==> config.mk <==
export PLATFORM = sky130hd
export DESIGN_NAME = fft_out_reorder
export DESIGN_NICKNAME = d
export VERILOG_FILES = /design/src/rtl/fft_pkg.sv /design/src/rtl/fft_pingpong_ram.sv /design/src/rtl/fft_out_reorder.sv
export SDC_FILE = /design/constraint.sdc
export NUM_CORES = 1
export LEC_CHECK = 0
export BUFFER_PORTS_ARGS = -buffer_cell sky130_fd_sc_hd__buf_2
export CAP_MARGIN = 40
export CORE_MARGIN = 2
export CORE_UTILIZATION = 48
export DETAILED_ROUTE_END_ITERATION = 8
export GPL_TIMING_DRIVEN = 0
export PLACE_DENSITY = 0.7
export SLEW_MARGIN = 20
export SYNTH_ARGS = -nofsm -noshare
export SYNTH_HDL_FRONTEND = slang
export SYNTH_SLANG_ARGS = --single-unit
==> constraint.sdc <==
create_clock -name clk -period 4.7 [get_ports clk]
set_clock_uncertainty 0.15 [all_clocks]
set_input_delay 0.235 -clock clk [delete_from_list [all_inputs] [get_ports clk]]
set_output_delay 0.235 -clock clk [all_outputs]
set_load 0.02 [all_outputs]
==> src/rtl/fft_pkg.sv <==
// Shared definitions for the FFT output reorder slice: frame geometry,
// sample layout, bit-reversal helper and the read-side state encoding.
package fft_pkg;

  localparam int FFT_LOG2N = 4;
  localparam int FFT_N     = 1 << FFT_LOG2N;

  typedef struct packed {
    logic [15:0] re;
    logic [15:0] im;
  } fft_sample_t;

  typedef enum logic {R_IDLE, R_STREAM} rd_state_t;

  // Reverses the low log2n bits of idx; bits above log2n come back as zero.
  function automatic logic [FFT_LOG2N-1:0] bitrev(input logic [FFT_LOG2N-1:0] idx,
                                                  input int log2n);
    logic [FFT_LOG2N-1:0] r;
    r = '0;
    for (int i = 0; i < FFT_LOG2N; i++) begin
      if (i < log2n) r[i] = idx[log2n-1-i];
    end
    return r;
  endfunction

endpackage

==> src/rtl/fft_pingpong_ram.sv <==
// Two N-entry sample banks sharing one write port and one combinational
// read port; the bank bit is the top address bit.
module fft_pingpong_ram #(
  parameter int LOG2N  = 4,
  parameter int DATA_W = 32
) (
  input  logic              clk,
  input  logic              wr_en,
  input  logic              wr_bank,
  input  logic [LOG2N-1:0]  wr_addr,
  input  logic [DATA_W-1:0] wr_data,
  input  logic              rd_bank,
  input  logic [LOG2N-1:0]  rd_addr,
  output logic [DATA_W-1:0] rd_data
);

  localparam int DEPTH = 2 << LOG2N;

  logic [DATA_W-1:0] mem [DEPTH];

  always_ff @(posedge clk) begin
    if (wr_en) mem[{wr_bank, wr_addr}] <= wr_data;
  end

  assign rd_data = mem[{rd_bank, rd_addr}];

endmodule

==> src/rtl/fft_out_reorder.sv <==
// Collects bit-reversed FFT output into a ping-pong buffer and streams each
// completed frame in natural frequency order to a valid/ready consumer.
module fft_out_reorder
  import fft_pkg::*;
#(
  parameter int LOG2N  = FFT_LOG2N,
  parameter int DATA_W = 32
) (
  input  logic              clk,
  input  logic              reset,
  input  logic              in_push,
  input  logic [DATA_W-1:0] in_data,
  output logic              in_stall,
  output logic              out_valid,
  output logic [DATA_W-1:0] out_data,
  output logic              out_last,
  input  logic              out_ready,
  output logic [7:0]        frame_cnt,
  output logic              ovf_err
);

  localparam int N = 1 << LOG2N;

  logic [1:0]        full;
  logic              wr_bank;
  logic              rd_bank;
  logic [LOG2N-1:0]  wr_cnt;
  logic [LOG2N-1:0]  wr_addr;
  logic [LOG2N-1:0]  rd_cnt;
  logic [LOG2N-1:0]  rd_addr;
  logic [DATA_W-1:0] rd_data;
  logic              push_ok;
  logic              wr_done;
  logic              rd_load;
  logic              rd_done;
  rd_state_t         state;
  rd_state_t         state_next;

  // The FFT is held off only while the bank it would write still holds an
  // undrained frame; this is purely a register decode.
  assign in_stall = full[wr_bank];
  assign push_ok  = in_push && !in_stall;
  assign wr_done  = push_ok && (wr_cnt == LOG2N'(N-1));
  assign wr_addr  = bitrev(wr_cnt, LOG2N);

  fft_pingpong_ram #(
    .LOG2N  (LOG2N),
    .DATA_W (DATA_W)
  ) u_ram (
    .clk     (clk),
    .wr_en   (push_ok),
    .wr_bank (wr_bank),
    .wr_addr (wr_addr),
    .wr_data (in_data),
    .rd_bank (rd_bank),
    .rd_addr (rd_addr),
    .rd_data (rd_data)
  );

  always_ff @(posedge clk or posedge reset) begin
    if (reset) begin
      wr_cnt  <= '0;
      wr_bank <= 1'b0;
      ovf_err <= 1'b0;
    end else begin
      if (push_ok) begin
        wr_cnt <= wr_cnt + LOG2N'(1);
        if (wr_done) wr_bank <= ~wr_bank;
      end
      if (in_push && in_stall) ovf_err <= 1'b1;
    end
  end

  // Set and clear always hit different banks: the writer only fills an empty
  // bank while the reader only drains a full one.
  always_ff @(posedge clk or posedge reset) begin
    if (reset) begin
      full <= '0;
    end else begin
      if (wr_done) full[wr_bank] <= 1'b1;
      if (rd_done) full[rd_bank] <= 1'b0;
    end
  end

  // Handshake: a sample transfers on a rising clk edge with out_valid &&
  // out_ready; while out_valid && !out_ready, out_data/out_last are held, and
  // out_valid drops only after the out_last sample has transferred.
  always_comb begin
    state_next = state;
    rd_load    = 1'b0;
    rd_done    = 1'b0;
    rd_addr    = rd_cnt;
    case (state)
      R_IDLE: begin
        rd_addr = '0;
        if (full[rd_bank]) begin
          rd_load    = 1'b1;
          state_next = R_STREAM;
        end
      end
      R_STREAM: begin
        if (out_ready) begin
          if (out_last) begin
            rd_done    = 1'b1;
            state_next = R_IDLE;
          end else begin
            rd_load = 1'b1;
          end
        end
      end
      default: state_next = R_IDLE;
    endcase
  end

  always_ff @(posedge clk or posedge reset) begin
    if (reset) state <= R_IDLE;
    else       state <= state_next;
  end

  always_ff @(posedge clk or posedge reset) begin
    if (reset) begin
      rd_cnt    <= '0;
      rd_bank   <= 1'b0;
      out_valid <= 1'b0;
      out_data  <= '0;
      out_last  <= 1'b0;
      frame_cnt <= '0;
    end else if (rd_load) begin
      out_data  <= rd_data;
      out_valid <= 1'b1;
      out_last  <= (rd_addr == LOG2N'(N-1));
      rd_cnt    <= rd_addr + LOG2N'(1);
    end else if (rd_done) begin
      out_valid <= 1'b0;
      out_last  <= 1'b0;
      rd_bank   <= ~rd_bank;
      frame_cnt <= frame_cnt + 8'd1;
      rd_cnt    <= '0;
    end
  end

endmodule

==> out/results.txt <==
Post_cts resized: 0
FFs w/ async S/R, synth: 5.19%
Die ar.: 0.0906 mm2
Crit end category: register
Latest clock arrival within the worst-skew pair: 0.68 ns
Vias in the first global route: 24734
Syn Nets: 2490
Placed cells: 3730
Worst Path Max Fanout: 10
Ys flop type: edfxtp_1
Die Span X: 301 um
Max rail drop VDD: 0.422 mV
TritonCTS buffer count: 105
Hold Buf Count CTS: 34
Minimum clock period: 3.48 ns
Post-Synthesis Cell Area: 0.0424 mm2
Post-DP HPWL: 78900 um
Nets: 2758
Post-CTS Setup Bufs: 0
Die span in y: 301 um
Final hold viol count: 0
Final non-filler cell total: 3962
H-tree depth: 3
Setup violations, final: 0
Vias per cell: 6.34
DRT iter0 DRCs: 3447
Critical Path AT: 3.86 ns
Routed length per instance: 30.2 um
Sink Count: 1080
Largest net degree at the start of global routing: 34
Via count: 25130
I/O pin cnt: 80
Port Buffer Count: 79
Leak pwr: 0.0165 uW
Grt ovf: 0
CTS Root Cell: clkbuf_16
Starting Density: 48.6%
Core ar.: 0.0872 mm2
Synth area leaders: edfxtp_1 73%, dfrtp_1 3.3%, mux2i_1 3.1%
Sequential share of the synthesized area: 75.9%
Crit Path Category: reg2reg
Number of flops mapped to enable cells by yosys: 1024
Flop-to-flop setup slack: 1.22 ns
Power per cell area: 589 mW/mm2
Total power: 28900 uW
Post-Route WL: 120000 um
Worst EP required: 5.07 ns
Synth-to-layout area growth: 15.8%
Avg Cell Area, Syn: 17.3 um2
Synth top area share: 72.6%
Layout cell share with drive strength beyond 1: 20.8%
YS warnings: 0
DR DRC count: 0
Worst-path clk slew: 0.06 ns
Global-route wire length before repair: 170000 um
Hold WS: 0.00139 ns
Gpl congestion: 0.874
Relative slew slack: 35.4%
Fillers: 6494
Post-route ant nets: 0
Tot GR Track Use: 26.1%
Distinct cells, synth: 57
Final antenna diode count: 0
Placed cell area: 0.0454 mm2
Non-Filler Cell Area, Final: 0.0490 mm2
Fmax: 287 MHz
Clk buf depth: 3
Initial antenna violation count: 2
Row Count: 108
CP startpoint kind: register
Period utilisation layout: 74.1%
Flops & latches, synth: 1080
Status: finished clean
Cell taking the most area after synthesis: edfxtp_1
Max_cap viols: 0
RSZ-0062 raised after global routing: no
CTS tree: yes
Post-Synthesis Cells: 2451
Slew @ Worst Pin: 0.967 ns
Slew Viols, Final: 0
Worst Hold Class: in2reg
TritonRoute pass-1 iters: 6
[worst paths after layout]
check | end | cells after the start | startpoint
worst max-delay path | out_data[29] | 8 | rd_cnt[2]
worst min-delay path | u_ram.mem[10][29] | 1 | in_data[29]
worst max register to register | out_data[29] | 8 | rd_cnt[2]
worst min register to register | ovf_err | 1 | ovf_err
max in group asynchronous | out_data[10] | 5 | reset
min in group asynchronous | ovf_err | 4 | reset
[metrics by stage]
stage               TNS, ns  setup WS, ns  util, %
floorplan                 0          1.32        -
global placement    -210.45        -0.528     50.7
detailed placement        0          1.51     52.1
CTS                       0          1.46     56.2
global route              0          1.25     56.3
finish                    0          1.22     56.3
[registers in the layout, indices dropped and copies added (netlist names), 2 cells and up]
register,flops
frame_cnt,8
full,2
out_data,32
rd_cnt,4
u_ram.mem,1024
wr_cnt,4
[synth_stat cells, types with 2 or more instances]
cell type / instances
o22ai_1: 31
nand2_1: 17
a21oi_1: 132
mux4_2: 34
mux2_1: 6
a22oi_2: 20
xnor2_1: 10
clkbuf_1: 55
edfxtp_1: 1024
a211oi_1: 32
buf_1: 5
o21ai_0: 64
ha_1: 3
nor2b_1: 71
nand2b_1: 6
a31oi_1: 32
nand2_2: 2
buf_4: 32
o21ai_1: 6
buf_6: 16
a221oi_1: 24
inv_1: 7
nor2_2: 2
nor2_1: 134
mux2_4: 2
and3_1: 4
nand4_1: 4
nand3_1: 40
mux2_2: 88
mux2i_1: 131
o221ai_1: 3
buf_2: 65
and2_1: 3
a22o_1: 62
dfrtp_1: 56
a221oi_2: 9
a221o_1: 31
a22oi_1: 168
xor2_1: 2
[cell usage in the layout, fill, tap and decap left out, types with 33 or more instances in the layout]
master,n
a21oi_1,132
dfrtp_1,56
a22o_1,62
buf_4,33
mux2_2,88
edfxtp_1,1024
nor2b_1,71
mux4_2,34
dlygate4sd3_1,34
buf_2,144
mux2i_1,131
o21ai_0,64
nand3_1,40
clkbuf_1,87
clkbuf_16,107
a22oi_1,168
nor2_1,102
[power by group]
| group | switching [uW] | internal, uW |
|---|---|---|
| registers | 343 | 11200 |
| clock network | 3560 | 4460 |
| logic | 6240 | 3100 |
| total | 10100 | 18800 |
[critical path: stages (launching register included)]
cell and delay [ns]:
dfrtp_1 0.35, buf_6 0.21, buf_2 0.33, nand2_2 0.24, nor2_2 0.73, buf_2 0.37
a22oi_1 0.15, a31oi_1 0.57, a22oi_1 0.20
[layer usage]
metal	share of wire (%)	GRT usage [%]	vias up
met5	0	0	-
met4	4.5	11.5	0
met3	11	5.54	328
met2	47	41.7	1709
met1	38	34.8	12672
li1	-	-	10421
[cell families (layout without fill, tap and decap cells)]
group / Yosys count / count (layout) / synth area share, %
muxes: 261 / 261 / 7.47
buffers and inverters: 182 / 538 / 2.38
adders and majority gates: 3 / 3 / 0.0886
xor gates and xnor gates: 12 / 12 / 0.248
AOI/OAI and AO/OA: 622 / 622 / 10.5
and+or+nand+nor: 291 / 291 / 3.36
DFF: 1080 / 1080 / 75.9
[cell type report]
cell class	count	area, um2	share of cell area (%)
clock buffer	145	2880	5.87
sequential	1080	32200	65.5
buffer	174	978	1.99
clock inverter	50	360	0.735
tap	1155	1450	2.95
inverter	8	32.5	0.0663
timing repair buffer	161	1770	3.60
multi-input combinational	1189	9430	19.2
Note: power is estimated with default switching activity, not from simulation.
